==> config.mk <==
export PLATFORM = sky130hd
export DESIGN_NAME = commit_trace_buffer
export DESIGN_NICKNAME = d
export VERILOG_FILES = /design/src/rtl/commit_trace_buffer.sv
export SDC_FILE = /design/constraint.sdc
export NUM_CORES = 1
export LEC_CHECK = 0
export CAP_MARGIN = 20
export CORE_MARGIN = 2
export CORE_UTILIZATION = 61
export DETAILED_ROUTE_END_ITERATION = 7
export GPL_ROUTABILITY_DRIVEN = 0
export PLACE_DENSITY = 0.79
export SLEW_MARGIN = 40
export SYNTH_ARGS = -nofsm -noshare
export SYNTH_HDL_FRONTEND = slang
export SYNTH_SLANG_ARGS = --single-unit
==> constraint.sdc <==
create_clock -name clk -period 5.2 [get_ports clk]
set_input_delay 0.52 -clock clk [delete_from_list [all_inputs] [get_ports clk]]
set_output_delay 0.52 -clock clk [all_outputs]
set_load 0.02 [all_outputs]
==> src/rtl/commit_trace_buffer.sv <==
// Commit trace buffer: snoops the writeback port during a fixed cycle window and
// queues {cycle, rd, data, pc} for watched registers in a first-word fall-through FIFO.
module commit_trace_buffer #(
  parameter int                      XLEN       = 32,
  parameter int                      REG_AW     = 5,
  parameter int                      DEPTH      = 16,
  parameter logic [(2**REG_AW)-1:0]  WATCH_MASK = 'h6E,
  parameter int                      CYC_W      = 16,
  parameter int                      RUN_CYCLES = 12
) (
  input  logic                      clk,
  input  logic                      reset,
  input  logic                      start,
  input  logic                      wb_rf_enable,
  input  logic [REG_AW-1:0]         wb_rd,
  input  logic [XLEN-1:0]           wb_data,
  input  logic [XLEN-1:0]           wb_pc,
  input  logic                      rd_ready,
  output logic                      rd_valid,
  output logic [CYC_W-1:0]          rd_cycle,
  output logic [REG_AW-1:0]         rd_reg,
  output logic [XLEN-1:0]           rd_data,
  output logic [XLEN-1:0]           rd_pc,
  output logic [$clog2(DEPTH):0]    count,
  output logic                      overflow,
  output logic [CYC_W-1:0]          drop_cnt,
  output logic                      busy,
  output logic                      done,
  output logic [1:0]                dbg_state
);

  localparam int PW = $clog2(DEPTH);
  localparam int CW = PW + 1;
  localparam int EW = CYC_W + REG_AW + 2 * XLEN;
  localparam logic [CYC_W-1:0] LAST_CYC = CYC_W'(RUN_CYCLES - 1);
  localparam logic [CW-1:0]    FULL_CNT = CW'(DEPTH);

  typedef enum logic [1:0] {S_IDLE, S_RUN, S_DRAIN, S_DONE} state_t;

  state_t            state_q, state_d;
  logic [CYC_W-1:0]  cyc_q, cyc_d;
  logic [PW-1:0]     wr_ptr_q, wr_ptr_d, rd_ptr_q, rd_ptr_d;
  logic [CW-1:0]     count_q, count_d;
  logic              overflow_q, overflow_d;
  logic [CYC_W-1:0]  drop_q, drop_d;
  logic [EW-1:0]     mem_q [DEPTH];

  logic arm, capture, pop, push, drop;

  // start only re-arms from IDLE or DONE; it is ignored while a window is live.
  assign arm     = start && (state_q == S_IDLE || state_q == S_DONE);
  assign capture = (state_q == S_RUN) && wb_rf_enable && (wb_rd != '0) && WATCH_MASK[wb_rd];
  assign pop     = rd_valid && rd_ready;
  assign push    = capture && ((count_q != FULL_CNT) || pop);
  assign drop    = capture && !push;

  always_ff @(posedge clk or posedge reset) begin
    if (reset) state_q <= S_IDLE;
    else       state_q <= state_d;
  end

  always_comb begin
    state_d = state_q;
    case (state_q)
      S_IDLE:  if (start) state_d = S_RUN;
      S_RUN:   if (cyc_q == LAST_CYC) state_d = S_DRAIN;
      S_DRAIN: if (count_q == '0) state_d = S_DONE;
      S_DONE:  if (start) state_d = S_RUN;
      default: state_d = S_IDLE;
    endcase
  end

  always_comb begin
    busy = (state_q == S_RUN) || (state_q == S_DRAIN);
    done = (state_q == S_DONE);
  end

  always_comb begin
    wr_ptr_d   = push ? wr_ptr_q + PW'(1) : wr_ptr_q;
    rd_ptr_d   = pop  ? rd_ptr_q + PW'(1) : rd_ptr_q;
    count_d    = count_q;
    if (push && !pop)      count_d = count_q + CW'(1);
    else if (pop && !push) count_d = count_q - CW'(1);
    cyc_d      = cyc_q;
    if (arm)                    cyc_d = '0;
    else if (state_q == S_RUN)  cyc_d = cyc_q + CYC_W'(1);
    overflow_d = overflow_q;
    drop_d     = drop_q;
    if (arm) begin
      overflow_d = 1'b0;
      drop_d     = '0;
    end else if (drop) begin
      overflow_d = 1'b1;
      if (drop_q != '1) drop_d = drop_q + CYC_W'(1);
    end
  end

  always_ff @(posedge clk or posedge reset) begin
    if (reset) begin
      cyc_q      <= '0;
      wr_ptr_q   <= '0;
      rd_ptr_q   <= '0;
      count_q    <= '0;
      overflow_q <= 1'b0;
      drop_q     <= '0;
    end else begin
      cyc_q      <= cyc_d;
      wr_ptr_q   <= wr_ptr_d;
      rd_ptr_q   <= rd_ptr_d;
      count_q    <= count_d;
      overflow_q <= overflow_d;
      drop_q     <= drop_d;
    end
  end

  // Storage holds no reset; only slots between the pointers are meaningful.
  always_ff @(posedge clk) begin
    if (push) mem_q[wr_ptr_q] <= {cyc_q, wb_rd, wb_data, wb_pc};
  end

  assign {rd_cycle, rd_reg, rd_data, rd_pc} = mem_q[rd_ptr_q];
  assign rd_valid  = (count_q != '0);
  assign count     = count_q;
  assign overflow  = overflow_q;
  assign drop_cnt  = drop_q;
  assign dbg_state = state_q;

endmodule

==> metrics.md <==
| Metric | Value |
|---|---|
| Num CTS Buffers | `between 100 and 150` |
| Syn Area/Cell | `24.64 sq um` |
| Int Power | `~23 mW` |
| CTS tree | `built` |
| Fin area | `~62000 sq um` |
| Die area | `around 91000 sq um` |
| Worst clock skew | `between 0.02 and 0.03 ns` |
| Synth top area share | `75.95%` |
| Clk network pwr share | `between 30% and 40%` |
| Top post-synthesis cells by count | `edfxtp_1 (1360), mux4_2 (425), clkbuf_1 (48), dfrtp_1 (48), buf_2 (34)` |
| CP required | `about 4.7 ns` |
| Post-CTS sizing | `0` |
| Crit Reg-Reg Startpoint | `dbg_state[1]` |
| Reg2reg end | `mem_q[7][37]` |
| Switching power total | `between 8 and 9 mW` |
| Critical Path Sink Type | `primary output` |
| Routed wire length | `128700 um` |
| Setup TNS | `0 ns` |
| Crit-path cells | `buf_12 > mux4_2 > mux4_2 > clkdlybuf4s50_1` |
| CP arrival | `3.81 ns` |
| GRT overflow | `0` |
| # fillers | `4757` |
| DRT Pass-1 Iters | `6` |
| Power Total | `31.70 mW` |
| Cell count after synthesis | `approximately 2200` |
| Vias in the first global route | `roughly 27000` |
| R2R Setup Slk | `approximately 1.6 ns` |
| Worst rel slew slack | `a little under half` |
| Leakage | `~20 nW` |
| Clock latency on the worst-skew pair | `0.76 ns` |
| Path depth of the worst reg2reg path | `7` |
| Post-synth top area cell | `edfxtp_1` |
| EDFF count, synth | `about 1400` |
| Hold Path Class | `input pin to asynchronous set/reset pin` |
| Dpl cell area | `57590 sq um` |
| Comb power frac | `between 20 and 30%` |
| GRT Util Overall | `between 20 and 30%` |
| Via/cell ratio | `6.771` |
| RSZ-0062 raised after global routing | `no` |
| First-pass GRT wire length | `roughly 190000 um` |
| Crit-path most repeated cell | `mux4_2` |
| Max Cap Viol | `0` |
| Nets | `between 2000 and 3000` |
| Predominant post-synthesis flop cell | `edfxtp_1` |
| Critical-path top delay cell | `dfrtp_4` |
| Fmax | `231.1 MHz` |
| Die height | `between 300 and 400 um` |
| Power Density | `about 510 nW/um^2` |
| Crit path to | `rd_pc[12]` |
| CTS clk-pin slew, worst paths | `around 0.060 ns` |
| Hold Fails Final Rpt | `0` |
| Largest net degree at the start of global routing | `between 90 and 100` |
| Final setup viols | `0` |
| Critical path class | `register to primary output` |
| Max rail drop VDD | `0.3957 mV` |
| Core Box Area | `between 80000 and 90000 sq um` |
| Area growth from synthesis to layout | `15.59%` |
| Cell with the most instances after synthesis | `edfxtp_1` |
| Longest Clk Path Bufs | `3` |
| FF+latch count, synth | `about 1400` |
| Clk root buf | `clkbuf_16` |
| CTS Hold Bufs | `0` |
| Asr flop ratio synth | `under 10%` |
| H-Tree Depth | `4` |
| DRC viols | `0` |
| Post-DP HPWL | `between 60000 and 70000 um` |
| Crit path max fanout | `96` |
| Initial antenna violation count | `13` |
| I/O pin cnt | `approximately 190` |
| Fin crit share | `approximately 83%` |
| Dpl ws | `approximately 1 ns` |
| Worst Max-Slew Pin Slew | `between 0.7 and 0.8 ns` |
| Die width | `approximately 300 um` |
| Min Tclk post-route | `4.327 ns` |
| Final Util | `a little under three quarters` |
| Seq pwr share | `about two fifths` |
| Fin. max-slew vios | `0` |
| Iteration-0 DRC Markers | `approximately 3100` |
| Status | `complete, no violations` |
| Switching share of total power | `28.18%` |
| Final worst setup slack | `between 0.8 and 0.9 ns` |
| Via count | `roughly 25000` |
| Postcts setup bufs | `0` |
| Site Rows | `about 110` |
| Initial Util | `between 60% and 70%` |
| Crit-path max cell delay | `between 0.8 and 0.9 ns` |
| Port bufs | `around 190` |
| Warnings from Yosys | `0` |
| Antenna-violating nets left | `0` |
| Synth area leaders | `edfxtp_1 (76%), mux4_2 (18%), dfrtp_1 (2.2%), ha_1 (0.35%), clkbuf_1 (0.34%)` |
| Post-Syn Area | `approximately 54000 sq um` |
| CTS Sinks | `around 1400` |
| WL/cell | `approximately 34 um` |
| Post-synth net total | `around 2300` |
| Critical path origin | `rd_ptr_q[1]` |
| Crit path launch type | `register` |
| Sequential share of the synthesized area | `between 70% and 80%` |
| Netlist cell types | `54` |
| Fraction of layout cells with a size suffix above 1 | `between 20% and 30%` |
[per-layer routing]
metal,routed length [um],vias to the layer above,global-route usage (%)
li1,-,10020,-
met1,46750,13490,39.22
met2,66670,1567,48.84
met3,11670,233,6.926
met4,3530,14,9.429
met5,88,-,0
[cell type report]
type | count | area, sq um | share of cell area, %
diodes | 7 | 17.52 | 0.02818
clock buffers | 169 | 3665 | 5.896
clock inverters | 88 | 860.8 | 1.385
inverters | 13 | 51.30 | 0.08254
multi-input cells | 652 | 11250 | 18.10
flip-flops and latches | 1408 | 42060 | 67.66
well taps | 1155 | 1445 | 2.325
repair buffers | 249 | 2808 | 4.517
[worst min-delay path by stage]
| stage | from | to | slack [ns] | cells past startpoint |
|---|---|---|---|---|
| after floorplan | wr_ptr_q[3] | wr_ptr_q[3] | 0.49 | 1 |
| after CTS | reset | dbg_state[0] | 0.21 | 2 |
| after global routing | reset | drop_cnt[7] | 0.26 | 2 |
| after detailed placement | overflow | overflow | 0.49 | 1 |
| final | reset | count[2] | 0.23 | 2 |
| after global placement | overflow | overflow | 0.48 | 1 |
[critical path, delay by kind of cell (launching register included)]
| kind | cells | cell delay, ns |
|---|---|---|
| buffers and inverters | 2 | 1.07 |
| flip-flops | 1 | 0.87 |
| multiplexers | 2 | 0.98 |
[sequential cells by signal, summed over array words and instances, names as in the netlist]
name       flops
cyc_q         16
mem_q       1360
overflow       1
rd_ptr_q       4
wr_ptr_q       4
drop_cnt      16
dbg_state      2
count          5
[metrics by stage]
step                std cells  hold slack (ns)
detailed placement       3476           0.4883
floorplan                2182           0.4897
global placement         3476           0.4773
global route             3738           0.2625
CTS                      3733           0.2099
finish                   3741           0.2257
[placed cells by master (no fill, tap or decap), types with 7 or more instances in the layout]
cell type and instances:
edfxtp_1 1360, mux4_2 425, clkdlybuf4s50_1 185, clkbuf_16 142, dfrtp_1 44, buf_12 38
clkinv_1 30, nand2_1 26, clkbuf_1 26, buf_4 26, clkinv_2 24, nor2_1 20
ha_1 15, bufinv_16 13, a21oi_1 12, inv_1 12, and3_4 12, xor2_1 10
xnor2_1 10, nand3_1 10, or4_1 10, mux2i_1 10, nor4_1 8, diode_2 7
nand4_1 7, o21ai_0 7, inv_6 7
[cell families after synthesis]
group | share of synthesized area (%)
adder cells (fa/ha/maj) | 0.3863
multiplexers | 18.05
buffers and inverters | 1.049
XOR/XNOR | 0.3257
AO/OA/AOI/OAI | 0.5701
flip-flops | 78.18
AND/OR/NAND/NOR | 1.438
[power groups by stage]
| stage | sequential [mW] | clock (mW) | combinational (mW) |
|---|---|---|---|
| final | 12.9 | 10.1 | 8.73 |
| after global routing | 12.9 | 10.6 | 9.15 |
| after floorplan | 13.0 | 0 | 5.86 |
| after detailed placement | 13.2 | 0 | 8.62 |
| after global placement | 13.2 | 0 | 8.52 |
| after CTS | 13.0 | 10.2 | 8.76 |
(Power assumes the default switching activity.)
